### config.mk
export PLATFORM = sky130hd
export DESIGN_NAME = counter_seq_ctrl_flat
export DESIGN_NICKNAME = d
export VERILOG_FILES = /design/src/rtl/cnt_pkg.sv /design/src/rtl/counter_seq_ctrl_if.sv /design/src/rtl/counter_seq_ctrl_tick_gen.sv /design/src/rtl/counter_seq_ctrl.sv /design/src/flat_wrapper.sv
export SDC_FILE = /design/constraint.sdc
export NUM_CORES = 1
export LEC_CHECK = 0
export ABC_AREA = 1
export CAP_MARGIN = 20
export CORE_MARGIN = 4
export CORE_UTILIZATION = 35
export DETAILED_ROUTE_END_ITERATION = 10
export GPL_TIMING_DRIVEN = 1
export PLACE_DENSITY = 0.53
export SYNTH_ARGS = -nofsm -noshare
export SYNTH_HDL_FRONTEND = slang
export SYNTH_SLANG_ARGS = --single-unit
export TNS_END_PERCENT = 10
### constraint.sdc
create_clock -name clk -period 2.41 [get_ports clk]
set_input_delay 0.241 -clock clk [delete_from_list [all_inputs] [get_ports clk]]
set_output_delay 0.241 -clock clk [all_outputs]
set_load 0.01 [all_outputs]
### src/rtl/cnt_pkg.sv
// Shared constants and state encoding for the display counter sequencer.
// Imported by the interface, tick_gen and counter_seq_ctrl.
package cnt_pkg;

  localparam int CNT_WIDTH    = 8;
  localparam int TERMINAL_DEF = 40;
  localparam int TICK_DIV_DEF = 100_000_000;

  localparam logic [1:0] IDLE = 2'b00;
  localparam logic [1:0] LOAD = 2'b01;
  localparam logic [1:0] RUN  = 2'b10;
  localparam logic [1:0] DONE = 2'b11;

endpackage

### src/rtl/counter_seq_ctrl_if.sv
// Board-control and counter-datapath signals of the sequencer.
// master = sequencer side, slave = board/counter side.
interface counter_seq_ctrl_if
  import cnt_pkg::*;
#(
  parameter int WIDTH = CNT_WIDTH
);

  logic             start;
  logic             stop;
  logic             load_req;
  logic [WIDTH-1:0] load_val;
  logic [WIDTH-1:0] ctr_val;
  logic             ctr_ld;
  logic [WIDTH-1:0] ctr_ld_val;
  logic             ctr_step;
  logic             busy;
  logic             done;
  logic             tc;

  modport master (
    input  start, stop, load_req,
    input  load_val, ctr_val,
    output ctr_ld, ctr_ld_val, ctr_step,
    output busy, done, tc
  );

  modport slave (
    output start, stop, load_req,
    output load_val, ctr_val,
    input  ctr_ld, ctr_ld_val, ctr_step,
    input  busy, done, tc
  );

endinterface

### src/rtl/counter_seq_ctrl_tick_gen.sv
// Prescaler for the sequencer: counts 0..TICK_DIV-1 while enabled.
// tick is registered and high exactly while the count sits at TICK_DIV-1.
module tick_gen
  import cnt_pkg::*;
#(
  parameter int TICK_DIV = TICK_DIV_DEF
) (
  input  logic clk,
  input  logic reset,
  input  logic clr,
  input  logic en,
  output logic tick
);

  localparam int CW = $clog2(TICK_DIV);
  localparam logic [CW-1:0] LAST = CW'(TICK_DIV - 1);

  logic [CW-1:0] cnt;
  logic [CW-1:0] cnt_nxt;

  always_comb begin
    cnt_nxt = cnt;
    if (clr)
      cnt_nxt = '0;
    else if (en)
      cnt_nxt = (cnt == LAST) ? '0 : cnt + 1'b1;
  end

  always_ff @(posedge clk) begin
    if (!reset) begin
      cnt  <= '0;
      tick <= 1'b0;
    end else begin
      cnt  <= cnt_nxt;
      tick <= en && !clr && (cnt_nxt == LAST);
    end
  end

endmodule

### src/rtl/counter_seq_ctrl.sv
// Sequencer for the 8-bit display counter: load/run/stop/done FSM.
// COUNTER_SEQ_AUTO_RELOAD_EN: reload and restart at TERMINAL instead of DONE.
module counter_seq_ctrl
  import cnt_pkg::*;
#(
  parameter int WIDTH    = CNT_WIDTH,
  parameter int TICK_DIV = TICK_DIV_DEF,
  parameter int TERMINAL = TERMINAL_DEF
) (
  input  logic               clk,
  input  logic               reset,
  counter_seq_ctrl_if.master bus
);

  if (TICK_DIV < 2) begin : g_div_chk
    $error("TICK_DIV must be >= 2");
  end
  if (TERMINAL < 0 || TERMINAL >= 2**WIDTH) begin : g_term_chk
    $error("TERMINAL out of range for WIDTH");
  end

  localparam logic [WIDTH-1:0] TERM = WIDTH'(TERMINAL);

  logic [1:0]       state;
  logic [1:0]       nxt;
  logic             clr;
  logic             en;
  logic             ld_n;
  logic             tc_n;
  logic [WIDTH-1:0] ldv_n;

`ifdef COUNTER_SEQ_AUTO_RELOAD_EN
  logic [WIDTH-1:0] reload;
  logic             rl_q;
  logic             rl_n;
  logic             lr_q;
  logic             lr_n;
`endif

  tick_gen #(
    .TICK_DIV (TICK_DIV)
  ) u_tick (
    .clk   (clk),
    .reset (reset),
    .clr   (clr),
    .en    (en),
    .tick  (bus.ctr_step)
  );

  always_comb begin
    nxt   = state;
    clr   = 1'b0;
    en    = 1'b0;
    ld_n  = 1'b0;
    tc_n  = 1'b0;
    ldv_n = bus.ctr_ld_val;
`ifdef COUNTER_SEQ_AUTO_RELOAD_EN
    rl_n  = 1'b0;
    lr_n  = 1'b0;
`endif
    unique case (state)
      IDLE: begin
        if (bus.load_req) begin
          nxt   = LOAD;
          ld_n  = 1'b1;
          ldv_n = bus.load_val;
        end else if (bus.start) begin
          nxt = RUN;
          clr = 1'b1;
        end
      end
      LOAD: begin
        nxt = IDLE;
`ifdef COUNTER_SEQ_AUTO_RELOAD_EN
        if (lr_q) begin
          nxt = RUN;
          clr = 1'b1;
        end
`endif
      end
      RUN: begin
        if (bus.load_req) begin
          nxt   = LOAD;
          ld_n  = 1'b1;
          ldv_n = bus.load_val;
        end else if (bus.stop)
          nxt = IDLE;
`ifdef COUNTER_SEQ_AUTO_RELOAD_EN
        else if (rl_q) begin
          nxt   = LOAD;
          ld_n  = 1'b1;
          ldv_n = reload;
          lr_n  = 1'b1;
        end
`endif
        else if (bus.ctr_val == TERM) begin
          // prescaler is frozen so no step lands on the terminal cycle
          tc_n = 1'b1;
`ifdef COUNTER_SEQ_AUTO_RELOAD_EN
          rl_n = 1'b1;
`else
          nxt  = DONE;
`endif
        end else
          en = 1'b1;
      end
      DONE: begin
        if (bus.load_req) begin
          nxt   = LOAD;
          ld_n  = 1'b1;
          ldv_n = bus.load_val;
        end else if (bus.stop)
          nxt = IDLE;
      end
    endcase
  end

  always_ff @(posedge clk) begin
    if (!reset) begin
      state          <= IDLE;
      bus.ctr_ld     <= 1'b0;
      bus.ctr_ld_val <= '0;
      bus.busy       <= 1'b0;
      bus.done       <= 1'b0;
      bus.tc         <= 1'b0;
`ifdef COUNTER_SEQ_AUTO_RELOAD_EN
      reload         <= '0;
      rl_q           <= 1'b0;
      lr_q           <= 1'b0;
`endif
    end else begin
      state          <= nxt;
      bus.ctr_ld     <= ld_n;
      bus.ctr_ld_val <= ldv_n;
      bus.busy       <= (nxt == LOAD) || (nxt == RUN);
      bus.done       <= (nxt == DONE);
      bus.tc         <= tc_n;
`ifdef COUNTER_SEQ_AUTO_RELOAD_EN
      rl_q           <= rl_n;
      lr_q           <= lr_n;
      if (state == LOAD)
        reload <= bus.ctr_ld_val;
`endif
    end
  end

endmodule

### src/flat_wrapper.sv
// flat-port wrapper written by rule: the top's interface ports become plain ports
module counter_seq_ctrl_flat import cnt_pkg::*;
#(
  parameter int WIDTH    = CNT_WIDTH,
  parameter int TICK_DIV = TICK_DIV_DEF,
  parameter int TERMINAL = TERMINAL_DEF
)
  (clk, reset, bus_start, bus_stop, bus_load_req, bus_load_val, bus_ctr_val, bus_ctr_ld, bus_ctr_ld_val, bus_ctr_step, bus_busy, bus_done, bus_tc);
  counter_seq_ctrl_if #(.WIDTH(WIDTH)) bus_i ();
  input  logic clk;
  input  logic reset;
  input wire logic [$bits(bus_i.start)-1:0] bus_start;
  input wire logic [$bits(bus_i.stop)-1:0] bus_stop;
  input wire logic [$bits(bus_i.load_req)-1:0] bus_load_req;
  input wire logic [$bits(bus_i.load_val)-1:0] bus_load_val;
  input wire logic [$bits(bus_i.ctr_val)-1:0] bus_ctr_val;
  output wire logic [$bits(bus_i.ctr_ld)-1:0] bus_ctr_ld;
  output wire logic [$bits(bus_i.ctr_ld_val)-1:0] bus_ctr_ld_val;
  output wire logic [$bits(bus_i.ctr_step)-1:0] bus_ctr_step;
  output wire logic [$bits(bus_i.busy)-1:0] bus_busy;
  output wire logic [$bits(bus_i.done)-1:0] bus_done;
  output wire logic [$bits(bus_i.tc)-1:0] bus_tc;
  assign bus_i.start = bus_start;
  assign bus_i.stop = bus_stop;
  assign bus_i.load_req = bus_load_req;
  assign bus_i.load_val = bus_load_val;
  assign bus_i.ctr_val = bus_ctr_val;
  assign bus_ctr_ld = bus_i.ctr_ld;
  assign bus_ctr_ld_val = bus_i.ctr_ld_val;
  assign bus_ctr_step = bus_i.ctr_step;
  assign bus_busy = bus_i.busy;
  assign bus_done = bus_i.done;
  assign bus_tc = bus_i.tc;
  counter_seq_ctrl #(.WIDTH(WIDTH), .TICK_DIV(TICK_DIV), .TERMINAL(TERMINAL)) u_core (.clk(clk), .reset(reset), .bus(bus_i));
endmodule
==> results of run 1 <==
[per-stage QoR]
step	utilization [%]	hold WS [ns]	power [uW]
final	45.4	0.493	1490
after global routing	45.4	0.516	1550
after CTS	45.4	0.502	1510
after detailed placement	43.7	0.489	902
after global placement	43.7	0.495	903
after floorplan	-	0.376	814
[worst max path at each step]
stage / cells past startpoint / start / to
6_report: 12 / u_core.u_tick.cnt[1] / u_core.u_tick.tick
5_1_grt: 12 / u_core.u_tick.cnt[1] / u_core.u_tick.tick
4_1_cts: 12 / u_core.u_tick.cnt[1] / u_core.u_tick.tick
3_5_place_dp: 14 / bus_ctr_val[3] / u_core.u_tick.tick
3_3_place_gp: 14 / bus_ctr_val[3] / u_core.u_tick.tick
2_1_floorplan: 12 / u_core.u_tick.cnt[0] / u_core.u_tick.tick
[state kept, by name (all words and copies together), names as in the netlist]
register / count
u_core.bus.tc: 1
u_core.u_tick.cnt: 27
u_core.bus.ctr_ld_val: 8
u_core.bus.done: 1
u_core.u_tick.tick: 1
u_core.bus.ctr_ld: 1
u_core.state: 2
u_core.bus.busy: 1
[power groups by stage]
stage / combinational (uW) / sequential [uW] / clock, uW
2_1_floorplan: 69.7 / 744 / 0
3_3_place_gp: 164 / 739 / 0
3_5_place_dp: 163 / 739 / 0
4_1_cts: 164 / 723 / 622
5_1_grt: 179 / 725 / 646
6_report: 162 / 723 / 608
[routing by layer]
layer / vias to the layer above / part of all wire, % / global-route usage (%) / wire length [um]
met5: - / 0 / 0 / 0
met4: 0 / 1.6 / 6.47 / 117
met3: 10 / 6.2 / 3.86 / 443
met2: 91 / 44 / 26.9 / 3160
met1: 1157 / 48 / 23.0 / 3380
li1: 1383 / - / - / -
[cells by family (layout without fill, tap and decap cells)]
group	after synthesis	count (layout)	synth area share, %
DFF	42	42	33.0
and+or+nand+nor	275	275	48.6
buffers and inverters	56	99	9.19
adders and majority gates	2	2	0.983
xor gates and xnor gates	5	5	1.72
AOI/OAI and AO/OA	28	28	6.54
[cells in the mapped netlist, types with 3 or more instances]
master     n  share of area (%)
o21bai_1   4                1.2
inv_1     40                5.9
nor2_4     3                1.3
clkbuf_1   4               0.59
nand4_1   11                2.7
o21ai_0   10                2.0
nand3_1   43                8.5
dfxtp_1   42                 33
nand2_1   90                 13
nand3_2    3                1.2
xor2_1     3                1.0
nand2_2    7                1.7
a21oi_1    9                1.8
inv_2      5               0.74
nor3_1    12                2.4
nor2_1    97                 14
[area by class of cell]
type / count / area (sq um) / area share (%)
Multi-Input combinational cell: 310 / 1470 / 46.7
Tap cell: 96 / 120 / 3.81
Timing Repair Buffer: 44 / 425 / 13.5
Clock inverter: 3 / 48.8 / 1.55
Sequential cell: 42 / 841 / 26.7
Clock buffer: 5 / 68.8 / 2.18
Inverter: 47 / 176 / 5.60
[critical path, delay by kind of cell (launching register included)]
kind | cells | cell delay (ns)
DFF | 1 | 0.42
and+or+nand+nor | 11 | 1.38
adders and majority gates | 1 | 0.29
==> results.yml, run 1 <==
run_status:
  status: "completed"
global_route:
  grt.total_usage_pct: 17.2
  grt_pass1_wl_mm: 11.9
  grt_max_degree: 16
  antenna_found_initial: 0
  grt_pass1_vias: 2562
  overflow: 0
timing:
  period_needed_ns: 2.17
  clock_skew_ns: 0.00796
  rsz0062_at_grt: "false"
  maxSlewViolCount: 0
  setup_viol: 0
  hold_violations: 0
  fin_crit_sh_pct: 90.0
  tns_ns: 0
  tightest_slew_ns: 0.394
  relSlewSlack_pct: 73.7
  max_freq_mhz: 461
  worst_slack_ns: 0.240
power:
  ir_drop_mv: 0.314
  power_frac_comb_pct: 10.9
  netSwitchingFraction_pct: 25.7
  p_leak_uw: 0.00127
  intPower_uw: 1110
  seqPwrFrac_pct: 48.4
  pwr-share-clk_pct: 40.7
  power.density_nw_per_um2: 474
  p_sw_uw: 384
cts:
  cts_made_buffers: 5
  htreeDepth: 2
  cts_hold_buf: 0
  cts_sinks: 42
  clk_pin_slew_ns: 0.09
  cts_root_buf: "clkbuf_8"
  cts_tree: "yes"
  post_cts_resized: 0
  clockBufferDepth: 2
  worstSkewPairLatency_ns: 0.30
  post-cts-setup-buffers: 0
synth:
  synth_cell_types: 33
  synth-edff-count: 0
  synthFlopType: "dfxtp_1"
  syn-num-nets: 431
  syn_avg_cell_area_sq_um: 6.24
  syn_area_sq_um: 2550
  ys_seq_elements: 42
  ys_seq_area_share_pct: 33.0
  yosysWarnings: 0
  netlist_instances: 408
  synthArstFlopShare_pct: 0
placed_design:
  pre_cts_ws_ns: 0.0920
  routabilityCongestion: 0.895
  dp_hpwl_mm: 5.51
  dp_cells: 539
  io_buffers: 33
  placed_cell_area_sq_um: 3030
setup_path:
  critical_path.max_stage_delay_ns: 0.42
  timing_worst_setup_path_type: "reg -> reg"
  r2r_slack_ns: 0.24
  r2r-start: "u_core.u_tick.cnt[1]"
  reg2reg_depth: 12
  cp_slowest_cell: "dfxtp_1"
  start_kind: "flop"
  crit_chain: "ha_1, nand3_2, nor2_1, nand2_1, nor2_2, nand2_1, nand3_1, nor2_1, nand3_1, nor2_1, nand2_1, nor2_1"
  crit_fanout: 7
  cp.required_ns: 2.62
  cp_common_cell: "nor2_1"
  rr_endpoint: "u_core.u_tick.tick"
  cp_data_arrival_time_ns: 2.38
  endpoint_kind: "flop"
floorplan:
  rows: 30
  core_area_sq_um: 6940
  dieArea_sq_um: 8700
  initial_core_util_pct: 36.7
  die-height_um: 93.3
  boundaryPins: 34
  die_w_um: 93.3
detailed_routing:
  drt-total-wl_mm: 7.11
  drc_errors: 0
  wire_per_inst_um: 13.0
  drt_iter0_drc: 157
  dr.pass1.iters: 4
  vias: 2641
  vias_per_cell: 4.83
  drtAntennaViolNets: 0
finish:
  final_cell_mix: "nor2_1, nand2_1, nand3_1"
  layout-drive-gt1-share_pct: 9.76
  final_common_cell: "nor2_1"
  fin_nets: 473
  filler_cell_count: 734
  layout.cells.non_filler: 547
  design_area_sq_um: 3150
  antenna_cells: 0
  flow.area_growth_from_synthesis_pct: 23.8
min_path:
  holdPathStages: 1
  whs_endpoint: "u_core.bus.tc"
  worstHoldPathType: "reg -> reg"
  hp-start: "u_core.state[0]"
run:
  drv_cap: 0
No activity file was read; power rests on OpenSTA's default activity.
==> run 2: changes to the inputs <==
Settings changed: GPL_TIMING_DRIVEN 1 to 0.
==> results.yml, run 2 (synthesis results as in run 1) <==
power:
  pwr-share-clk_pct: 36.9
  power_frac_comb_pct: 11.4
  intPower_uw: 1010
  p_sw_uw: 392
  seqPwrFrac_pct: 51.7
  power.density_nw_per_um2: 452
  ir_drop_mv: 0.261
  p_leak_uw: 0.00123
  netSwitchingFraction_pct: 28.0
finish:
  filler_cell_count: 772
  regArea_sq_um: 841
  largest_register_ffs: 27
  reg.largest.list: "u_core.u_tick.cnt x27, u_core.bus.ctr_ld_val x8, u_core.state x2"
  antenna_cells: 0
  final_cell_mix: "nor2_1, nand2_1, nand3_1"
  final_common_cell: "nor2_1"
  multi_input_area_sq_um: 1470
  fin_nets: 471
  utilization_pct: 44.6
  regMostFlops: "u_core.u_tick.cnt"
  flow.area_growth_from_synthesis_pct: 21.5
  layout-drive-gt1-share_pct: 8.46
min_path:
  worstHoldPathType: "reg -> reg"
cts:
  clockBufferDepth: 2
  cts_root_buf: "clkbuf_8"
  clk_pin_slew_ns: 0.10
  htreeDepth: 2
  cts_sinks: 42
  post-cts-setup-buffers: 0
  worstSkewPairLatency_ns: 0.31
  cts_tree: "yes"
  cts_hold_buf: 0
  cts_made_buffers: 5
  post_cts_resized: 0
floorplan:
  initial_core_util_pct: 36.7
  die-height_um: 93.3
  rows: 30
  dieArea_sq_um: 8700
  boundaryPins: 34
  core_area_sq_um: 6940
  die_w_um: 93.3
detailed_routing:
  drc_errors: 0
  drt_iter0_drc: 166
  wire_per_inst_um: 13.4
  drt-total-wl_mm: 7.33
  dr.pass1.iters: 5
  drtAntennaViolNets: 0
  vias: 2614
  vias_per_cell: 4.80
setup_path:
  timing_worst_setup_path_type: "reg -> reg"
  cp.required_ns: 2.67
  critical_path.max_stage_delay_ns: 0.45
  crit_chain: "ha_1, nand3_2, nor2_1, nand2_1, nor2_2, a21oi_4, nand3_1, nand3b_1, nor2_1, nand2_1, nor2_1"
  cp_common_cell: "nor2_1"
  cp_slowest_cell: "dfxtp_1"
  crit_fanout: 9
  start_kind: "flop"
  cp_data_arrival_time_ns: 2.44
  endpoint_kind: "flop"
timing:
  setup_viol: 0
  max_freq_mhz: 459
  relSlewSlack_pct: 61.2
  hold_violations: 0
  maxSlewViolCount: 0
  period_needed_ns: 2.18
  fin_crit_sh_pct: 90.5
  whs_ns: 0.496
  tns_ns: 0
  tightest_slew_ns: 0.582
  clock_skew_ns: 0.0126
  rsz0062_at_grt: "false"
global_route:
  grt_max_degree: 17
  grt_pass1_wl_mm: 12.5
  antenna_found_initial: 0
  grt.total_usage_pct: 18.2
  grt_pass1_vias: 2577
  overflow: 0
placed_design:
  io_buffers: 33
  dp_hpwl_mm: 5.57
  routabilityCongestion: 0.832
run:
  drv_cap: 0
run_status:
  status: "completed"
run 2: cell count changes in the layout (fill, tap and decap cells not counted):
cell,previous run,this run
buf_12,1,0
clkinv_4,0,1
inv_6,0,1
clkinvlp_4,1,0
buf_4,10,2
buf_6,0,2
buf_2,0,1
clkbuf_1,0,4
bufinv_16,1,0
run 2: worst paths after layout:
check                       startpoint                 end  slack (ns)  cells past startpoint
setup / recovery  u_core.u_tick.cnt[0]  u_core.u_tick.tick        0.23                     11
hold reg to reg        u_core.state[0]       u_core.bus.tc        0.50                      1
hold / removal         u_core.state[0]       u_core.bus.tc        0.50                      1
setup reg to reg  u_core.u_tick.cnt[0]  u_core.u_tick.tick        0.23                     11
run 2: per-stage QoR:
step                power (uW)  setup WS, ns  cells  cell area, sq um
floorplan                  814         0.666    408              2550
global placement           900        0.0503    537              3000
detailed placement         900        0.0687    537              3000
CTS                       1410         0.187    545              3090
global route              1460        0.0315    545              3090
finish                    1400         0.230    545              3090
run 2: area by class of cell:
type                    count  share of cell area, %
plain buffers               9                   1.86
inverters                  47                   5.70
clock buffers               5                   2.22
well taps                  96                   3.88
multi-input cells         310                   47.6
repair buffers             33                   10.7
clock inverters             3                  0.930
flip-flops and latches     42                   27.2
run 2: power by group through the flow:
stage                     clock network [uW]  registers [uW]  logic, uW
after floorplan                            0             744       69.7
after global placement                     0             738        162
after detailed placement                   0             739        161
after CTS                                524             724        162
after global routing                     553             726        178
final                                    515             723        160
run 2: worst max-delay path, delay by kind of cell (launching register included):
| family | cells | cell delay, ns |
|---|---|---|
| AND/OR/NAND/NOR | 9 | 1.24 |
| flip-flops | 1 | 0.45 |
| adder cells (fa/ha/maj) | 1 | 0.30 |
| AO/OA/AOI/OAI | 1 | 0.15 |
run 2: metal layers:
metal | up-vias | GRT usage, % | wire [um]
met5 | - | 0 | 0
met2 | 55 | 28.4 | 3200
met3 | 13 | 4.34 | 415
li1 | 1380 | - | -
met1 | 1166 | 24.4 | 3530
met4 | 0 | 6.23 | 186
